`config.mk`:
```
export PLATFORM = sky130hd
export DESIGN_NAME = emergency_request_conditioner
export DESIGN_NICKNAME = d
export VERILOG_FILES = /design/src/rtl/emergency_request_conditioner.sv
export SDC_FILE = /design/constraint.sdc
export NUM_CORES = 1
export LEC_CHECK = 0
export CAP_MARGIN = 10
export CORE_MARGIN = 2
export CORE_UTILIZATION = 35
export CTS_BUF_LIST = sky130_fd_sc_hd__clkbuf_8 sky130_fd_sc_hd__clkbuf_16
export CTS_CLUSTER_SIZE = 8
export DETAILED_ROUTE_END_ITERATION = 7
export SLEW_MARGIN = 20
export SYNTH_ARGS = -nofsm -noshare
export SYNTH_HDL_FRONTEND = slang
export SYNTH_SLANG_ARGS = --single-unit
```
`constraint.sdc`:
```
create_clock -name clk -period 2.3 [get_ports clk]
set_input_delay 0.345 -clock clk [delete_from_list [all_inputs] [get_ports clk]]
set_output_delay 0.345 -clock clk [all_outputs]
set_load 0.02 [all_outputs]
```
`src/rtl/emergency_request_conditioner.sv`:
```
// -----------------------------------------------------------------------------
// emergency_request_conditioner
//
// Front-end for traffic_light_controller. Takes raw, asynchronous, possibly
// bouncy emergency-vehicle detector inputs and turns them into clean,
// mutually exclusive, minimum-length requests. Right has priority over left.
//
// Inputs pass through a 2-flop synchronizer and then a per-input debouncer.
// An arbiter FSM (IDLE / GRANT_R / GRANT_L / GAP) holds each grant for at
// least MIN_HOLD cycles. It lets right preempt left with a same-edge swap,
// and inserts GAP dead cycles between non-preemptive grants.
//
// Parameters:
//   DEBOUNCE  consecutive disagreeing cycles before a debounced level flips
//   MIN_HOLD  minimum grant length in cycles (matches controller T_EM)
//   GAP       dead cycles between two non-preemptive grants
//
// Ports:
//   clk              system clock (same as the controller)
//   reset            asynchronous, active-low reset
//   raw_left         unsynchronized left detector
//   raw_right        unsynchronized right detector
//   Emergency_Left   registered left request to the controller
//   Emergency_Right  registered right request to the controller
//   em_active        registered OR of both grants
//   grant_count      saturating count of grant entries (including re-grants)
// -----------------------------------------------------------------------------
module emergency_request_conditioner #(
    parameter int DEBOUNCE = 3,
    parameter int MIN_HOLD = 9,
    parameter int GAP      = 2
) (
    input  logic       clk,
    input  logic       reset,
    input  logic       raw_left,
    input  logic       raw_right,
    output logic       Emergency_Left,
    output logic       Emergency_Right,
    output logic       em_active,
    output logic [7:0] grant_count
);

    typedef enum logic [1:0] {
        ST_IDLE    = 2'b00,
        ST_GRANT_R = 2'b01,
        ST_GRANT_L = 2'b10,
        ST_GAP     = 2'b11
    } state_t;

    localparam int DB_W   = $clog2(DEBOUNCE + 1);
    localparam int HOLD_W = $clog2(MIN_HOLD + 1);
    localparam int GAP_W  = $clog2(GAP + 1);

    localparam logic [DB_W-1:0]   DB_LAST   = DB_W'(DEBOUNCE - 1);
    localparam logic [HOLD_W-1:0] HOLD_LAST = HOLD_W'(MIN_HOLD - 1);
    localparam logic [GAP_W-1:0]  GAP_LAST  = GAP_W'(GAP - 1);

    // One debouncer step: returns {flip, next_count}. The count restarts
    // whenever the synchronized input agrees with the debounced level, so a
    // flip needs DEBOUNCE consecutive disagreeing samples.
    function automatic logic [DB_W:0] debounce_step(
        input logic            s,
        input logic            db,
        input logic [DB_W-1:0] cnt
    );
        logic [DB_W:0] res;
        if (s == db) begin
            res = {1'b0, {DB_W{1'b0}}};
        end else if (cnt == DB_LAST) begin
            res = {1'b1, {DB_W{1'b0}}};
        end else begin
            res = {1'b0, cnt + DB_W'(1)};
        end
        return res;
    endfunction

    logic [1:0]        sync_l_r, sync_r_r;
    logic              s_left_s, s_right_s;
    logic              db_left_r, db_right_r;
    logic [DB_W-1:0]   db_l_cnt_r, db_r_cnt_r;
    logic [DB_W-1:0]   db_l_cnt_nxt_s, db_r_cnt_nxt_s;
    logic              db_l_flip_s, db_r_flip_s;
    logic              rise_l_s, rise_r_s;
    logic              pend_l_r, pend_r_r;
    logic              pend_l_nxt_s, pend_r_nxt_s;
    state_t            state_r, state_nxt_s;
    logic [HOLD_W-1:0] hold_cnt_r, hold_cnt_nxt_s;
    logic [GAP_W-1:0]  gap_cnt_r, gap_cnt_nxt_s;
    logic              req_r_s, req_l_s;
    logic              hold_done_s, gap_done_s;
    logic              enter_r_s, enter_l_s, enter_gap_s, preempt_s;
    logic              em_left_r, em_right_r, em_active_r;
    logic [7:0]        grant_count_r, grant_count_nxt_s;

    assign s_left_s  = sync_l_r[1];
    assign s_right_s = sync_r_r[1];

    // Two-flop synchronizers for the asynchronous detector inputs.
    always_ff @(posedge clk or negedge reset) begin
        if (!reset) begin
            sync_l_r <= 2'b00;
            sync_r_r <= 2'b00;
        end else begin
            sync_l_r <= {sync_l_r[0], raw_left};
            sync_r_r <= {sync_r_r[0], raw_right};
        end
    end

    // Debouncer next-state for both inputs, plus the rising-edge events.
    always_comb begin
        {db_l_flip_s, db_l_cnt_nxt_s} = debounce_step(s_left_s, db_left_r, db_l_cnt_r);
        {db_r_flip_s, db_r_cnt_nxt_s} = debounce_step(s_right_s, db_right_r, db_r_cnt_r);
        rise_l_s = db_l_flip_s & ~db_left_r;
        rise_r_s = db_r_flip_s & ~db_right_r;
    end

    // Debounced levels and their counters.
    always_ff @(posedge clk or negedge reset) begin
        if (!reset) begin
            db_left_r  <= 1'b0;
            db_right_r <= 1'b0;
            db_l_cnt_r <= {DB_W{1'b0}};
            db_r_cnt_r <= {DB_W{1'b0}};
        end else begin
            db_left_r  <= db_left_r ^ db_l_flip_s;
            db_right_r <= db_right_r ^ db_r_flip_s;
            db_l_cnt_r <= db_l_cnt_nxt_s;
            db_r_cnt_r <= db_r_cnt_nxt_s;
        end
    end

    assign req_r_s     = pend_r_r | db_right_r;
    assign req_l_s     = pend_l_r | db_left_r;
    assign hold_done_s = (hold_cnt_r >= HOLD_LAST);
    assign gap_done_s  = (gap_cnt_r >= GAP_LAST);

    // Arbiter next-state: right wins any tie; a debounced right request
    // preempts a left grant immediately, with no gap.
    always_comb begin
        state_nxt_s = state_r;
        case (state_r)
            ST_IDLE: begin
                if (req_r_s) begin
                    state_nxt_s = ST_GRANT_R;
                end else if (req_l_s) begin
                    state_nxt_s = ST_GRANT_L;
                end else begin
                    state_nxt_s = ST_IDLE;
                end
            end
            ST_GRANT_R: begin
                if (hold_done_s && !db_right_r) begin
                    state_nxt_s = ST_GAP;
                end else begin
                    state_nxt_s = ST_GRANT_R;
                end
            end
            ST_GRANT_L: begin
                if (db_right_r) begin
                    state_nxt_s = ST_GRANT_R;
                end else if (hold_done_s && !db_left_r) begin
                    state_nxt_s = ST_GAP;
                end else begin
                    state_nxt_s = ST_GRANT_L;
                end
            end
            ST_GAP: begin
                if (!gap_done_s) begin
                    state_nxt_s = ST_GAP;
                end else if (req_r_s) begin
                    state_nxt_s = ST_GRANT_R;
                end else if (req_l_s) begin
                    state_nxt_s = ST_GRANT_L;
                end else begin
                    state_nxt_s = ST_IDLE;
                end
            end
            default: begin
                state_nxt_s = ST_IDLE;
            end
        endcase
    end

    // Transition events, pending flags, hold/gap timers and grant counter.
    always_comb begin
        enter_r_s   = (state_nxt_s == ST_GRANT_R) && (state_r != ST_GRANT_R);
        enter_l_s   = (state_nxt_s == ST_GRANT_L) && (state_r != ST_GRANT_L);
        enter_gap_s = (state_nxt_s == ST_GAP) && (state_r != ST_GAP);
        preempt_s   = (state_r == ST_GRANT_L) && (state_nxt_s == ST_GRANT_R);

        // Entry clears a pending flag. This takes priority over a new rise
        // seen on that same edge, because the grant is already serving it.
        if (enter_r_s) begin
            pend_r_nxt_s = 1'b0;
        end else if (rise_r_s && (state_r != ST_GRANT_R)) begin
            pend_r_nxt_s = 1'b1;
        end else begin
            pend_r_nxt_s = pend_r_r;
        end

        // A preempted left grant stays pending and later gets a full hold.
        if (enter_l_s) begin
            pend_l_nxt_s = 1'b0;
        end else if (preempt_s) begin
            pend_l_nxt_s = 1'b1;
        end else if (rise_l_s && (state_r != ST_GRANT_L)) begin
            pend_l_nxt_s = 1'b1;
        end else begin
            pend_l_nxt_s = pend_l_r;
        end

        if (enter_r_s || enter_l_s) begin
            hold_cnt_nxt_s = {HOLD_W{1'b0}};
        end else if (((state_r == ST_GRANT_R) || (state_r == ST_GRANT_L)) &&
                     (hold_cnt_r < HOLD_LAST)) begin
            hold_cnt_nxt_s = hold_cnt_r + HOLD_W'(1);
        end else begin
            hold_cnt_nxt_s = hold_cnt_r;
        end

        if (enter_gap_s) begin
            gap_cnt_nxt_s = {GAP_W{1'b0}};
        end else if ((state_r == ST_GAP) && (gap_cnt_r < GAP_LAST)) begin
            gap_cnt_nxt_s = gap_cnt_r + GAP_W'(1);
        end else begin
            gap_cnt_nxt_s = gap_cnt_r;
        end

        if ((enter_r_s || enter_l_s) && (grant_count_r != 8'hFF)) begin
            grant_count_nxt_s = grant_count_r + 8'd1;
        end else begin
            grant_count_nxt_s = grant_count_r;
        end
    end

    // Arbiter state, bookkeeping, and outputs decoded from the next state
    // so the grant lines change on the same edge as the state.
    always_ff @(posedge clk or negedge reset) begin
        if (!reset) begin
            state_r       <= ST_IDLE;
            pend_l_r      <= 1'b0;
            pend_r_r      <= 1'b0;
            hold_cnt_r    <= {HOLD_W{1'b0}};
            gap_cnt_r     <= {GAP_W{1'b0}};
            grant_count_r <= 8'd0;
            em_left_r     <= 1'b0;
            em_right_r    <= 1'b0;
            em_active_r   <= 1'b0;
        end else begin
            state_r       <= state_nxt_s;
            pend_l_r      <= pend_l_nxt_s;
            pend_r_r      <= pend_r_nxt_s;
            hold_cnt_r    <= hold_cnt_nxt_s;
            gap_cnt_r     <= gap_cnt_nxt_s;
            grant_count_r <= grant_count_nxt_s;
            em_left_r     <= (state_nxt_s == ST_GRANT_L);
            em_right_r    <= (state_nxt_s == ST_GRANT_R);
            em_active_r   <= (state_nxt_s == ST_GRANT_L) || (state_nxt_s == ST_GRANT_R);
        end
    end

    assign Emergency_Left  = em_left_r;
    assign Emergency_Right = em_right_r;
    assign em_active       = em_active_r;
    assign grant_count     = grant_count_r;

endmodule
```
==> results of run 1 <==
[final cells by class]
cell class / count / area [um2] / area share, %
inverters: 13 / 48.8 / 2.66
flip-flops and latches: 31 / 776 / 42.3
clock inverters: 1 / 5.00 / 0.273
well taps: 50 / 62.6 / 3.41
repair buffers: 22 / 200 / 10.9
multi-input cells: 84 / 659 / 35.9
clock buffers: 6 / 82.6 / 4.50
[what timing repair did]
item,4_1_cts,5_1_grt
setup endpoints to repair,3,7
buffers inserted,0,3
pin swaps,0,3
gates resized for setup,1,13
[registers in the layout (all words and copies together) (netlist names), named ones only]
name,count
em_active,1
grant_count,8
sync_r_r,2
sync_l_r,2
db_l_cnt_r,2
gap_cnt_r,2
db_r_cnt_r,2
pend_l_r,1
state_r,2
Emergency_Left,1
hold_cnt_r,4
pend_r_r,1
Emergency_Right,1
[how the worst min path moves through the flow]
stage / endpoint / start
2_1_floorplan: Emergency_Left / reset
3_3_place_gp: sync_r_r[1] / sync_r_r[0]
3_5_place_dp: sync_r_r[1] / sync_r_r[0]
4_1_cts: sync_r_r[1] / sync_r_r[0]
5_1_grt: sync_r_r[1] / sync_r_r[0]
6_report: sync_r_r[1] / sync_r_r[0]
[power groups by stage]
stage | Sequential [mW] | Combinational, mW | Clock [mW]
2_1_floorplan | 0.975 | 0.729 | 0
3_3_place_gp | 0.923 | 1.17 | 0
3_5_place_dp | 0.938 | 1.22 | 0
4_1_cts | 0.931 | 1.26 | 0.442
5_1_grt | 0.971 | 1.49 | 0.465
6_report | 0.936 | 1.34 | 0.421
[per-layer routing]
layer	vias to the layer above	GRT usage (%)	part of all wire, %
met5	-	0	0
met4	0	9.50	2.4
met3	5	4.11	2.6
met2	10	20.9	50
met1	490	16.3	45
li1	498	-	-
[through the flow]
stage / instance area [um2] / hold WS (ps)
global route: 1830 / 368
floorplan: 1450 / 49.4
CTS: 1780 / 351
global placement: 1680 / 334
finish: 1830 / 348
detailed placement: 1680 / 337
[cell usage after synthesis, types with 2 or more instances]
library cell / count
dfrtp_1: 31
inv_1: 13
ha_1: 11
nor2_1: 10
a21oi_1: 7
nand2_1: 7
nand4_1: 5
xnor2_1: 5
o21ai_0: 4
a22o_1: 3
mux2_2: 3
nor2b_1: 3
nor3_1: 3
nor3b_1: 3
mux2i_1: 2
xor2_1: 2
[critical path: cells and delay by family (launching register included)]
family	cells	cell delay, ps
flops	1	420
buf+inv	2	150
compound gates	1	260
simple gates	3	630
mux	1	330
fa+ha+maj	2	310
[cells by family after synthesis]
| kind of cell | count (synthesis) | synth area share, % |
|---|---|---|
| fa+ha+maj | 11 | 9.50 |
| flops | 31 | 53.5 |
| buf+inv | 15 | 4.15 |
| compound gates | 19 | 8.29 |
| mux | 6 | 4.49 |
| xor+xnor | 7 | 4.23 |
| simple gates | 41 | 15.8 |
==> run metrics, run 1 <==
status complete, no violations; sw power 1.03 mW; sw frac 38.2%; PortBufs 14; Critical Path End Type flip-flop; CP Capture Point grant_count[7]; slew margin rel. 73.6%; most common library cell in the layout ignoring fill and taps dfrtp_1; Crit Path Class reg -> reg; Total Power 2.70 mW; Placed Cells incl. Taps 197; ANT cells 0; Initial Util 36.2%; detailed-route via count 1003; CTS Buffer Depth 2; DRC 0; synth warn 0; Hold Fails Final Rpt 0; post-DR vias/cell 4.85; Num CTS Buffers 5; max frequency 0.453 GHz; number of DRC markers in iteration 0 29; clk_skew 4.91 ps; die area 4670 um2; number of synthesized flops with an enable pin 0; worst path cell trace inv_2 -> ha_4 -> inv_1 -> or3_4 -> and2_4 -> ha_2 -> a22o_4 -> nand4_1 -> mux2_1; H-tree Lvls 2; worst r2r dst grant_count[7]; kind of start point of the critical path flip-flop; Syn-to-layout area delta 26.6%; # clock sinks 31; Min-Delay Path Class reg -> reg; setup TNS 0 ps; R2R Setup Slk 90 ps; sequential-to-total area share from yosys stat 53.5%; CTS tree yes; pwr dens 1470 nW/um2; Worst Path Required 2460 ps; cts hold-fix bufs 0; Final Net Count 172; fin cells 207; Post-Syn Instances 130; most frequent cells in the layout 31 x dfrtp_1, 14 x clkdlybuf4s50_1, 10 x inv_1, 10 x nor2_1, 8 x buf_4; asr flop ratio synth 100%; Comb power frac 49.7%; CP max stage cell dfrtp_1; RR Startpoint state_r[0]; Max stage delay on crit path 420 ps; Worst-Margin Slew 397 ps; worst setup path startpoint state_r[0]; fillers 349; GRT Overall Usage 13.7%; Routed Wire Length 2.68 mm; Post-Syn Nets 145; core area 4000 um2; Pleak 0.836 nW; Hold Path Depth 0; fin util 45.9%; global-route wire length before repair 4.50 mm; routed length per instance 13.0 um; CTS root buf clkbuf_8; fin crit share 95.9%; max-slew violation count 0; final worst path period need 2210 ps; Crit path arrival time 2370 ps; Clock power frac 15.6%; number of max-cap violations 0; layout cells sized above 1 21.7%; Place WS 1.11 ps; Skew-Pair Late Insertion Delay 280 ps; fin worst setup slack 94.1 ps; routability cong. 0.779; setup violators final 0; post-route ant nets 0; clk slew on worst S/H paths 60 ps; Yosys reg bits 31; row cnt 23; Synth Flop Type dfrtp_1; unique cell type count in the Yosys netlist 34; Critical Path Fanout Max 5; largest net degree at the start of global routing 32; top cells by area, synth dfrtp_1 54%, ha_1 9.5%, inv_1 3.4%; synthesized area per cell 11.1 um2; Die Y 68.3 um; cell-internal power 1.67 mW; Die X 68.3 um; cell taking the most area after synthesis dfrtp_1; DP HPWL 1.90 mm; I/O pins 15; Max VDD drop 0.473 mV; number of global-route vias before repair 1041; grt total ovfl 0; initial antenna violation count 0; Synth top area share 53.5%; Seq pwr share 34.7%; Post-Synthesis Cell Area 1450 um2; Detailed Routing Iterations Pass 1 4; FF-to-FF path depth 9
Power figures use the tool's default switching activity.
==> inputs of run 2 (changes only) <==
RECOVER_POWER = 25   (was not set)
==> run 2 against run 1 <==
Compared with the run above:
- largest cell class unchanged
- sequential power is essentially flat
- critical path type unchanged
- clock power about the same
- largest power group unchanged
- fmax hardly changed
==> run metrics, run 2 (synthesis results as in run 1) <==
status complete, no violations; final worst path period need 2210 ps (+0.392 ps); Max stage delay on crit path 420 ps (about the same); Initial Util 36.2% (unchanged); ANT cells 0 (unchanged); worst path cell trace inv_2 -> ha_4 -> inv_1 -> or3_4 -> and2_4 -> ha_2 -> a22o_4 -> nand4_1 -> mux2_1; number of max-cap violations 0 (unchanged); Max VDD drop 0.473 mV (about the same); fin area 1830 um2 (-0.14%); routed length per instance 13.0 um (+0.30%); Pleak 0.836 nW (about the same); top cell family by delay on the critical path simple AND/OR/NAND/NOR gates; global-route wire length before repair 4.50 mm (unchanged); Crit Path Class reg -> reg; Total Power 2.70 mW (about the same); most frequent cells in the layout 31 x dfrtp_1, 11 x clkdlybuf4s50_1, 10 x inv_1, 10 x nor2_1; CP Buf/Inv Count 2 (unchanged); area of the multi-input gates 659 um2 (unchanged); max reg flops 8 (unchanged); CP max stage cell dfrtp_1; CTS root buf clkbuf_8; Hold Fails Final Rpt 0 (unchanged); max frequency 0.453 GHz (about the same); pwr dens 1470 nW/um2 (about the same); Worst Path Required 2460 ps (about the same); grt total ovfl 0 (unchanged); setup violators final 0 (unchanged); DP HPWL 1.90 mm (unchanged); fin crit share 95.9% (about the same); Area after DPL 1680 um2 (unchanged); Die X 68.3 um (unchanged); Place WS 1.11 ps (unchanged); fin worst setup slack 93.7 ps (-0.392 ps); kind of start point of the critical path flip-flop; worst hold margin 348 ps (unchanged); clk slew on worst S/H paths 60 ps (about the same); CTS tree yes; Die Y 68.3 um (unchanged); Placed Cells incl. Taps 197 (unchanged); Final Net Count 172 (unchanged); Worst-Margin Slew 769 ps (+372 ps); Critical Path End Type flip-flop; die area 4670 um2 (unchanged); post-route ant nets 0 (unchanged); number of global-route vias before repair 1041 (unchanged); row cnt 23 (unchanged); layout cells sized above 1 21.7% (unchanged); H-tree Lvls 2 (unchanged); fillers 350 (+0.29%); Routed Wire Length 2.69 mm (+0.30%); DRC 0 (unchanged); detailed-route via count 1003 (unchanged); CTS Buffer Depth 2 (unchanged); core area 4000 um2 (unchanged); Skew-Pair Late Insertion Delay 280 ps (about the same); post-DR vias/cell 4.85 (unchanged); initial antenna violation count 0 (unchanged); Crit path arrival time 2370 ps (about the same); # clock sinks 31 (unchanged); I/O pins 15 (unchanged); slew margin rel. 48.7% (-25 points); number of DRC markers in iteration 0 29 (unchanged); largest net degree at the start of global routing 32 (unchanged); most common library cell in the layout ignoring fill and taps dfrtp_1; Seq. cell area 776 um2 (unchanged); Syn-to-layout area delta 26.4%; Min-Delay Path Class reg -> reg; PortBufs 14 (unchanged); cts hold-fix bufs 0 (unchanged); Detailed Routing Iterations Pass 1 4 (unchanged); max-slew violation count 0 (unchanged); fin util 45.8% (-0.063 points); setup TNS 0 ps (unchanged); GRT Overall Usage 13.7% (unchanged); fin cells 207 (unchanged); Critical Path Fanout Max 5 (unchanged); routability cong. 0.779 (unchanged); Num CTS Buffers 5 (unchanged); clk_skew 4.94 ps (+0.0266 ps)
[run 2: cell type report]
type / instances / share of cell area (%)
flip-flops and latches: 31 / 42.3
clock inverters: 1 / 0.273
multi-input cells: 84 / 36.0
inverters: 13 / 2.66
well taps: 50 / 3.42
clock buffers: 6 / 4.51
repair buffers: 22 / 10.8
[run 2: timing repair]
action	in CTS	in global routing
resized for setup	1	13
setup endpoints to repair	3	7
setup buffers	0	3
pin swaps	0	3
[run 2: layer usage]
| layer | global-route usage (%) | up-vias | wire, um |
|---|---|---|---|
| li1 | - | 498 | - |
| met4 | 9.50 | 0 | 64 |
| met5 | 0 | - | 0 |
| met3 | 4.11 | 5 | 71 |
| met2 | 20.9 | 10 | 1330 |
| met1 | 16.3 | 490 | 1220 |
[run 2: worst register-to-register path: cells and delay by family, from the launching register on]
kind	cells	cell delay, ps
AND/OR/NAND/NOR	3	630
adder cells (fa/ha/maj)	2	320
flip-flops	1	420
AO/OA/AOI/OAI	1	260
multiplexers	1	330
buffers and inverters	2	160
[run 2: final timing paths]
path,startpoint,to,slack (ps),depth (start not counted)
hold reg to reg,sync_r_r[0],sync_r_r[1],350,0
setup / recovery,state_r[0],grant_count[7],90,9
hold / removal,sync_r_r[0],sync_r_r[1],350,0
min in group asynchronous,reset,grant_count[2],670,2
max in group asynchronous,reset,state_r[0],1140,2
setup reg to reg,state_r[0],grant_count[7],90,9
[run 2: power by group]
group / total (mW) / switching (mW) / internal (mW)
clock: 0.421 / 0.187 / 0.234
combinational: 1.34 / 0.653 / 0.686
sequential: 0.935 / 0.190 / 0.745
total: 2.70 / 1.03 / 1.67
